<file path="src/rtl/idma_axis_read_burst.sv">
// rtl/idma_axis_read_burst.sv - multi-beat, multi-stream AXI-Stream read burst for the iDMA transport layer
// Optional tkeep framing check: define IDMA_AXIS_READ_BURST_TKEEP_EN.
module idma_axis_read_burst #(
  parameter int unsigned StrbWidth     = 16,
  parameter int unsigned NumStreams    = 2,
  parameter int unsigned BeatCntWidth  = 16,
  parameter int unsigned OffsetWidth   = $clog2(StrbWidth),
  parameter int unsigned StreamIdWidth = (NumStreams > 1) ? $clog2(NumStreams) : 1
) (
  input  logic                              clk_i,
  input  logic                              rst_ni,
  input  logic                              r_dp_req_valid_i,
  output logic                              r_dp_req_ready_o,
  input  logic [OffsetWidth-1:0]            r_dp_req_offset_i,
  input  logic [OffsetWidth-1:0]            r_dp_req_tailer_i,
  input  logic [OffsetWidth-1:0]            r_dp_req_shift_i,
  input  logic [BeatCntWidth-1:0]           r_dp_req_num_beats_i,
  input  logic [StreamIdWidth-1:0]          r_dp_req_stream_i,
  output logic                              r_dp_rsp_valid_o,
  input  logic                              r_dp_rsp_ready_i,
  output logic                              r_dp_rsp_err_o,
  output logic                              r_dp_rsp_first_o,
  output logic                              r_dp_rsp_last_o,
  input  logic [NumStreams-1:0]             s_tvalid_i,
  output logic [NumStreams-1:0]             s_tready_o,
  input  logic [NumStreams*8*StrbWidth-1:0] s_tdata_i,
  input  logic [NumStreams-1:0]             s_tlast_i,
`ifdef IDMA_AXIS_READ_BURST_TKEEP_EN
  input  logic [NumStreams*StrbWidth-1:0]   s_tkeep_i,
`endif
  output logic [8*StrbWidth-1:0]            buffer_in_o,
  output logic [StrbWidth-1:0]              buffer_in_valid_o,
  input  logic [StrbWidth-1:0]              buffer_in_ready_i,
  output logic                              busy_o
);

  typedef enum logic [1:0] {IDLE, ACTIVE, RSP} state_e;

  localparam logic [StrbWidth-1:0]   AllOnes = '1;
  localparam logic [OffsetWidth:0]   StrbW   = (OffsetWidth+1)'(StrbWidth);

  state_e                    r_state;
  state_e                    w_state_next;
  logic [OffsetWidth-1:0]    r_offset;
  logic [OffsetWidth-1:0]    r_tailer;
  logic [OffsetWidth-1:0]    r_shift;
  logic [StreamIdWidth-1:0]  r_stream;
  logic [BeatCntWidth-1:0]   r_cnt;
  logic                      r_err;
  logic                      r_first;

  logic                      w_last;
  logic [OffsetWidth:0]      w_tail_sh;
  logic [OffsetWidth:0]      w_rot_sh;
  logic [StrbWidth-1:0]      w_first_mask;
  logic [StrbWidth-1:0]      w_last_mask;
  logic [StrbWidth-1:0]      w_raw_mask;
  logic [StrbWidth-1:0]      w_mask_in;
  logic                      w_in_ready;
  logic                      w_sel_valid;
  logic                      w_sel_last;
  logic [8*StrbWidth-1:0]    w_sel_data;
  logic [StrbWidth-1:0]      w_sel_keep;
  logic [NumStreams-1:0]     w_tready;
  logic                      w_xfer;
  logic                      w_beat_err;

  assign w_last       = (r_cnt == '0);
  assign w_tail_sh    = StrbW - {1'b0, r_tailer};
  assign w_rot_sh     = StrbW - {1'b0, r_shift};
  assign w_first_mask = r_first ? (AllOnes << r_offset) : AllOnes;
  assign w_last_mask  = (w_last && (r_tailer != '0)) ? (AllOnes >> w_tail_sh) : AllOnes;
  assign w_raw_mask   = w_first_mask & w_last_mask;
  // Rotate right by shift; a zero shift makes the left term shift out completely.
  assign w_mask_in    = (w_raw_mask >> r_shift) | (w_raw_mask << w_rot_sh);
  assign w_in_ready   = &(buffer_in_ready_i | ~w_mask_in);

  // An out-of-range stream id matches no slice, so the burst simply stalls.
  always_comb begin
    w_sel_valid = 1'b0;
    w_sel_last  = 1'b0;
    w_sel_data  = '0;
    w_sel_keep  = '1;
    w_tready    = '0;
    for (int k = 0; k < int'(NumStreams); k++) begin
      if (r_stream == StreamIdWidth'(k)) begin
        w_sel_valid = s_tvalid_i[k];
        w_sel_last  = s_tlast_i[k];
        w_sel_data  = s_tdata_i[k*8*StrbWidth +: 8*StrbWidth];
`ifdef IDMA_AXIS_READ_BURST_TKEEP_EN
        w_sel_keep  = s_tkeep_i[k*StrbWidth +: StrbWidth];
`endif
        w_tready[k] = (r_state == ACTIVE) && w_in_ready;
      end
    end
  end

  assign w_xfer = (r_state == ACTIVE) && w_sel_valid && w_in_ready;

  always_comb begin
    w_beat_err = w_sel_last ^ w_last;
`ifdef IDMA_AXIS_READ_BURST_TKEEP_EN
    w_beat_err = w_beat_err | (|(w_raw_mask & ~w_sel_keep));
`endif
  end

  always_ff @(posedge clk_i or negedge rst_ni) begin
    if (!rst_ni) begin
      r_state <= IDLE;
    end else begin
      r_state <= w_state_next;
    end
  end

  always_comb begin
    w_state_next = r_state;
    case (r_state)
      IDLE:    if (r_dp_req_valid_i) w_state_next = ACTIVE;
      ACTIVE:  if (w_xfer && w_last) w_state_next = RSP;
      RSP:     if (r_dp_rsp_ready_i) w_state_next = IDLE;
      default: w_state_next = IDLE;
    endcase
  end

  always_ff @(posedge clk_i or negedge rst_ni) begin
    if (!rst_ni) begin
      r_offset <= '0;
      r_tailer <= '0;
      r_shift  <= '0;
      r_stream <= '0;
      r_cnt    <= '0;
      r_err    <= 1'b0;
      r_first  <= 1'b1;
    end else if ((r_state == IDLE) && r_dp_req_valid_i) begin
      r_offset <= r_dp_req_offset_i;
      r_tailer <= r_dp_req_tailer_i;
      r_shift  <= r_dp_req_shift_i;
      r_stream <= r_dp_req_stream_i;
      r_cnt    <= r_dp_req_num_beats_i;
      r_err    <= 1'b0;
      r_first  <= 1'b1;
    end else if (w_xfer) begin
      r_first <= 1'b0;
      if (!w_last) r_cnt <= r_cnt - 1'b1;
      if (w_beat_err) r_err <= 1'b1;
    end
  end

  // Gate with reset so no ready is advertised while reset is held.
  assign r_dp_req_ready_o  = (r_state == IDLE) && rst_ni;
  assign r_dp_rsp_valid_o  = (r_state == RSP);
  assign r_dp_rsp_err_o    = r_err;
  assign r_dp_rsp_first_o  = 1'b1;
  assign r_dp_rsp_last_o   = 1'b1;
  assign s_tready_o        = w_tready;
  assign buffer_in_o       = w_sel_data;
  assign buffer_in_valid_o = w_xfer ? w_mask_in : '0;
  assign busy_o            = (r_state != IDLE);

endmodule

</file>
<file path="config.mk">
export PLATFORM = sky130hd
export DESIGN_NAME = idma_axis_read_burst
export DESIGN_NICKNAME = d
export VERILOG_FILES = /design/src/rtl/idma_axis_read_burst.sv
export SDC_FILE = /design/constraint.sdc
export NUM_CORES = 1
export LEC_CHECK = 0
export CAP_MARGIN = 5
export CELL_PAD_IN_SITES_DETAIL_PLACEMENT = 0
export CELL_PAD_IN_SITES_GLOBAL_PLACEMENT = 1
export CORE_MARGIN = 4
export CORE_UTILIZATION = 21
export CTS_BUF_LIST = sky130_fd_sc_hd__clkbuf_4 sky130_fd_sc_hd__clkbuf_8 sky130_fd_sc_hd__clkbuf_16
export DETAILED_ROUTE_END_ITERATION = 10
export GPL_ROUTABILITY_DRIVEN = 0
export PLACE_DENSITY_LB_ADDON = 0.1
export SLEW_MARGIN = 30
export SYNTH_ARGS = -nofsm -noshare
export SYNTH_HDL_FRONTEND = slang
export SYNTH_SLANG_ARGS = --single-unit
</file>
<file path="constraint.sdc">
create_clock -name clk_i -period 5.25 [get_ports clk_i]
set_input_delay 0.7875 -clock clk_i [delete_from_list [all_inputs] [get_ports clk_i]]
set_output_delay 0.7875 -clock clk_i [all_outputs]
set_load 0.02 [all_outputs]
</file>
==> impl_metrics.py, run 1 <==
metrics = {
    "pwr": {
        "peakVddDrop_mv": 0.1020,
        "p_leak_nw": 4.943,
        "p_total_mw": 1.079,
        "power.density_nw_per_um2": 85.72,
    },
    "routing": {
        "firstDrtPassIters": 8,
        "drt_iter0_drc": 644,
        "wl_per_cell_um": 23.85,
        "route.detailed.drc": 0,
        "routed_via_density": 5.308,
        "ant_nets": 0,
        "drt-total-wl_um": 42910,
        "vias": 9549,
    },
    "cts": {
        "clock_latency_ps": 280,
        "h-tree-depth": 2,
        "cts_tree": "built",
        "clk_transition_reported_paths_ps": 60,
        "clock_sinks": 33,
        "numCtsBuffers": 5,
        "cts-root-buf": "clkbuf_16",
        "ctsHoldBuffers": 0,
        "cts_buffer_depth": 2,
    },
    "placement": {
        "port_buffers": 458,
        "place_hpwl_um": 35890,
    },
    "critical_path": {
        "crit_type": "flop to primary output",
        "end_kind": "primary output",
        "cp_max_fo": 8,
        "required_ps": 4460,
        "r2r_setup_slack_ps": 210,
        "crit_chain": "inv_2, ha_4, or4b_4, or4_4, or4_4, a31o_1, mux4_2, a222oi_1, buf_4, nor2_2, nor4_4, nand3_2, buf_6, o21ba_4, buf_6",
        "cp-start-kind": "flop",
        "cp_slowest_cell": "or4_4",
        "critPathTopFamily": "simple AND/OR/NAND/NOR gates",
        "cp_slowest_stage_delay_ps": 560,
        "cp_data_arrival_time_ps": 4610,
        "critPathBufInv": 4,
    },
    "die": {
        "start_util_pct": 21.33,
        "core-area_um2": 29720,
        "ioPinCount": 461,
        "rows": 63,
        "die-area_um2": 33030,
        "die_y_um": 181.7,
        "die_w_um": 181.7,
    },
    "timing": {
        "slew_viol_final": 0,
        "rsz0062_at_grt": "yes",
        "max_slew_margin_pct": 35.14,
        "fin_hold_ws_ps": 487.6,
        "layout_setup_ws_ps": -146.8,
        "finClkSkew_ps": 7.527,
        "setup_viol": 16,
        "timing.final.crit_period_ps": 5397,
        "final.period_utilization_pct": 102.8,
        "fmax_mhz": 185.3,
        "hold_viol": 0,
        "tightest_slew_ps": 948.4,
    },
    "synthesis": {
        "synth_cells": 860,
        "synth_edf_count": 0,
        "synth-seq-cells": 33,
        "avgSynthCellArea_um2": 7.370,
        "ys_types": 81,
        "ys.warnings.count": 0,
        "async_flop_share_pct": 100.0,
        "syn_area_um2": 6339,
        "synth-main-ff-cell": "dfrtp_1",
        "synth-seq-area-share_pct": 13.05,
    },
    "run_status": {
        "failed_checks": "negative setup slack",
        "status": "complete, but fails checks",
    },
    "final_layout": {
        "multi_input_area_um2": 5254,
        "nNetsFinal": 1721,
        "fillCellCount": 3075,
        "area_delta_synth_final_pct": 98.50,
        "layout_common_cells": "439 x clkdlybuf4s50_1, 167 x buf_4, 130 x mux2_2",
        "drive_gt1_share_pct": 25.66,
        "final_common_cell": "clkdlybuf4s50_1",
        "regArea_um2": 830.8,
    },
    "job": {
        "cap_violations": 0,
    },
    "min_path": {
        "hp-class": "flop to flop",
    },
    "global_routing": {
        "grt_max_degree": 90,
        "overflow": 0,
        "grt_usage_pct": 24.45,
        "first_global_vias": 9673,
        "antenna_found_initial": 6,
        "grt_pass1_wl_um": 62500,
    },
}
==> metrics by stage <==
step / utilization (%) / worst slack (ps) / TNS, ps / cells / area, µm²
final: 42.34 / -146.8 / -1206 / 1799 / 12580
after global routing: 42.34 / -277.5 / -3796 / 1799 / 12580
after CTS: 42.11 / -131.2 / -1264 / 1793 / 12510
after detailed placement: 41.32 / -598.3 / -8626 / 1781 / 12280
after global placement: 41.32 / -469.2 / -6497 / 1781 / 12280
after floorplan: - / -43.13 / -129.4 / 861 / 6357
==> sequential cells by signal (all words and copies together) (netlist names) <==
register and flops:
r_cnt 16, r_dp_rsp_err_o 1, r_first 1, r_offset 4, r_shift 4, r_state 2, r_stream 1, r_tailer 4
==> worst register-to-register path, delay by kind of cell (launching register included) <==
kind / cells / cell delay, ps
compound gates: 3 / 690
fa+ha+maj: 1 / 130
buf+inv: 4 / 590
flops: 1 / 380
mux: 1 / 480
simple gates: 7 / 2680
==> per-layer routing <==
| layer | global-route usage (%) | vias up | wire (µm) |
|---|---|---|---|
| met4 | 8.706 | 0 | 1785 |
| met2 | 42.97 | 553 | 21230 |
| li1 | - | 4409 | - |
| met3 | 5.929 | 93 | 3583 |
| met5 | 0 | - | 0 |
| met1 | 28.94 | 4494 | 16320 |
==> cells by family (layout without fill, tap and decap cells) <==
group	after synthesis	count (layout)	share of synthesized area [%]
and+or+nand+nor	321	321	25.50
DFF	33	33	13.05
xor gates and xnor gates	6	6	0.8292
AOI/OAI and AO/OA	257	257	28.84
buffers and inverters	100	646	6.099
adders and majority gates	6	6	1.184
muxes	136	136	24.44
other	1	4	0.05916
==> area by class of cell <==
cell class | instances | share of cell area (%)
Inverter | 21 | 0.6265
Clock buffer | 5 | 0.9944
Timing Repair Buffer | 617 | 45.96
Antenna cell | 2 | 0.03978
Clock inverter | 3 | 0.1392
Tap cell | 390 | 3.878
Multi-Input combinational cell | 728 | 41.76
Sequential cell | 33 | 6.603
==> Yosys cell counts (all sizes together) (9+ instances only) <==
master / count / area, µm²
clkbuf: 67 / 251.5
a31oi: 24 / 150.1
nand3: 21 / 110.1
o32ai: 10 / 87.58
dfrtp: 32 / 800.8
nor3: 21 / 105.1
o21ai: 44 / 220.2
o31ai: 18 / 135.1
nor4: 20 / 146.4
or3: 9 / 56.30
nor2: 76 / 285.3
a211oi: 16 / 120.1
inv: 20 / 75.07
buf: 12 / 56.30
mux2: 130 / 1464
a21oi: 34 / 170.2
or4: 18 / 138.9
nand2: 94 / 352.8
nand4: 10 / 62.56
o211ai: 9 / 67.56
==> what timing repair did <==
item                                    4_1_cts  5_1_grt
buffers inserted                              4        4
pin swaps                                     9        2
endpoints found under the setup margin       18       23
gates resized for setup                     108       13
==> worst paths after layout <==
kind / startpoint / to / cells after the start
worst min-delay path: r_dp_rsp_err_o / r_dp_rsp_err_o / 1
max in group asynchronous: rst_ni / r_stream / 2
worst max register to register: r_cnt[0] / r_cnt[9] / 16
worst min register to register: r_dp_rsp_err_o / r_dp_rsp_err_o / 1
min in group asynchronous: rst_ni / r_cnt[12] / 2
worst max-delay path: r_cnt[0] / buffer_in_valid_o[10] / 15
==> report_power, final <==
part           internal [mW]  leakage [nW]  switching, mW
logic                  0.345          4.46          0.186
registers              0.255         0.409        0.00109
clock network          0.174        0.0696          0.117
Power figures use the tool's default switching activity.
==> run 2, diff against run 1 <==
--- a/config.mk
+++ b/config.mk
@@ -8,6 +8,7 @@
 export CAP_MARGIN = 5
 export CELL_PAD_IN_SITES_DETAIL_PLACEMENT = 0
 export CELL_PAD_IN_SITES_GLOBAL_PLACEMENT = 1
+export CORE_ASPECT_RATIO = 1.25
 export CORE_MARGIN = 4
 export CORE_UTILIZATION = 21
 export CTS_BUF_LIST = sky130_fd_sc_hd__clkbuf_4 sky130_fd_sc_hd__clkbuf_8 sky130_fd_sc_hd__clkbuf_16
==> run 2 against run 1 <==
Power is 13% higher; highest routed layer is now met5; via count is 3.8% higher; the run still ends with negative setup slack left; setup slack better by 130 ps; sequential power hardly changed; first-iteration DRC count is 85% higher; critical path depth stayed put; die area hardly changed.
==> impl_metrics.py, run 2 (synthesized netlist as in run 1, its figures left out) <==
metrics = {
    "timing": {
        "finClkSkew_ps": 7.445,
        "rsz0062_at_grt": "yes",
        "setup_viol": 2,
        "tightest_slew_ps": 743.9,
        "timing.final.crit_period_ps": 5270,
        "final.period_utilization_pct": 100.4,
        "slew_viol_final": 0,
        "fmax_mhz": 189.8,
        "hold_viol": 0,
        "layout_setup_ws_ps": -19.64,
        "max_slew_margin_pct": 49.12,
    },
    "critical_path": {
        "cp-start-kind": "flop",
        "critPathTopFamily": "simple AND/OR/NAND/NOR gates",
        "required_ps": 4460,
        "rr_worst_depth": 17,
        "reg2reg_from": "r_cnt[0]",
        "end_kind": "primary output",
        "crit_end": "buffer_in_valid_o[10]",
        "cp_slowest_stage_delay_ps": 530,
        "crit_chain": "inv_2, ha_4, or4b_4, or4_4, or4_4, a31o_1, mux4_2, a222oi_1, buf_4, nor2_2, nor4_4, nand3_2, buf_12, o21ba_4, buf_6",
        "cp.depth": 15,
        "r2r_setup_slack_ps": 200,
        "r2r_end": "r_cnt[9]",
        "cp_max_fo": 16,
        "startpoint": "r_cnt[0]",
        "cp_data_arrival_time_ps": 4480,
        "critPathMostFrequentCell": "or4_4",
        "critPathBufInv": 4,
        "cp_slowest_cell": "or4_4",
        "crit_type": "flop to primary output",
    },
    "pwr": {
        "power.density_nw_per_um2": 95.90,
        "p_total_mw": 1.214,
        "p_leak_nw": 4.989,
        "peakVddDrop_mv": 0.1271,
    },
    "routing": {
        "top_layer": "met5",
        "firstDrtPassIters": 6,
        "wl_per_cell_um": 29.14,
        "vias": 9913,
        "wl_met1_um": 21730,
        "drt-total-wl_um": 52710,
        "route.detailed.drc": 0,
        "ant_nets": 0,
        "route.met3.wl_um": 5466,
        "routed_via_density": 5.480,
        "routed-wl-met2_um": 23820,
        "drt_iter0_drc": 1193,
    },
    "min_path": {
        "hp-class": "flop to flop",
    },
    "cts": {
        "cts_buffer_depth": 2,
        "cts_tree": "built",
        "cts-root-buf": "clkbuf_16",
        "ctsHoldBuffers": 0,
        "clk_transition_reported_paths_ps": 60,
        "clock_latency_ps": 280,
        "clock_sinks": 33,
        "numCtsBuffers": 5,
        "h-tree-depth": 2,
    },
    "die": {
        "start_util_pct": 21.48,
        "ioPinCount": 461,
        "rows": 70,
        "die_w_um": 163.4,
        "die-area_um2": 33040,
        "core-area_um2": 29520,
        "die_y_um": 202.2,
    },
    "global_routing": {
        "grt_usage_pct": 30.05,
        "first_global_vias": 9931,
        "overflow": 0,
        "grt_pass1_wl_um": 71840,
        "grt_max_degree": 89,
        "antenna_found_initial": 10,
    },
    "run_status": {
        "failed_checks": "negative setup slack",
        "status": "complete, but fails checks",
    },
    "final_layout": {
        "layout_common_cells": "440 x clkdlybuf4s50_1, 171 x buf_4, 130 x mux2_2",
        "regMostFlops": "r_cnt",
        "largest_reg_flops": 16,
        "nNetsFinal": 1724,
        "area_delta_synth_final_pct": 99.76,
        "drive_gt1_share_pct": 25.96,
        "final_common_cell": "clkdlybuf4s50_1",
    },
    "placement": {
        "pre_cts_slack_ps": -342.0,
        "port_buffers": 458,
        "place_hpwl_um": 45400,
    },
    "job": {
        "cap_violations": 0,
    },
}
## run 2: power breakdown
group	leakage [nW]	switching (mW)	internal (mW)	total [mW]
clock	0.0938	0.115	0.271	0.386
sequential	0.409	0.000927	0.255	0.256
combinational	4.49	0.226	0.346	0.572
total	4.99	0.341	0.873	1.21
## run 2: how the worst min path moves through the flow
stage / start / endpoint / slack [ps] / cells past startpoint
floorplan: rst_ni / r_cnt[0] / 490 / 0
global placement: r_dp_rsp_err_o / r_dp_rsp_err_o / 480 / 1
detailed placement: r_dp_rsp_err_o / r_dp_rsp_err_o / 490 / 1
CTS: r_dp_rsp_err_o / r_dp_rsp_err_o / 510 / 1
global route: r_dp_rsp_err_o / r_dp_rsp_err_o / 530 / 1
finish: r_dp_rsp_err_o / r_dp_rsp_err_o / 500 / 1
## run 2: through the flow
| stage | setup TNS, ps | hold slack [ps] | area (µm²) | std cells | util, % |
|---|---|---|---|---|---|
| 6_report | -25.86 | 499.7 | 12660 | 1809 | 42.90 |
| 5_1_grt | -855.0 | 531.0 | 12650 | 1806 | 42.87 |
| 3_3_place_gp | -3922 | 481.0 | 12310 | 1788 | 41.71 |
| 3_5_place_dp | -4053 | 492.1 | 12320 | 1788 | 41.74 |
| 2_1_floorplan | -129.4 | 491.9 | 6357 | 861 | - |
| 4_1_cts | -126.1 | 508.6 | 12490 | 1799 | 42.31 |
## run 2: cell type report
class / count / area [µm²]
inverter: 21 / 78.83
tap: 396 / 495.5
clock buffer: 5 / 125.1
fill: 3057 / 16850
sequential: 33 / 830.8
clock inverter: 3 / 65.06
timing repair buffer: 620 / 5797
antenna: 3 / 7.507
multi-input combinational: 728 / 5263
## run 2: worst reg2reg max path: stages, from the launching register on
cell,delay [ps]
dfrtp_1,390
inv_2,90
ha_4,130
or4b_4,460
or4_4,530
or4_4,440
a31o_1,240
mux4_2,520
a222oi_1,250
buf_4,180
nor2_2,40
nor4_4,250
buf_4,160
buf_6,90
buf_4,140
nand3_2,280
or4_1,600
a31oi_1,170
## run 2: per-layer routing
layer,vias to the layer above,track usage (%)
li1,4397,-
met1,4704,39.18
met2,710,48.89
met3,94,8.342
met4,8,7.791
met5,-,0
## run 2: timing repair
action / 4_1_cts / 5_1_grt
buffers inserted: 3 / 7
pin swaps: 4 / 10
cloned: 0 / 0
resized for setup: 81 / 32
endpoints found under the setup margin: 18 / 18
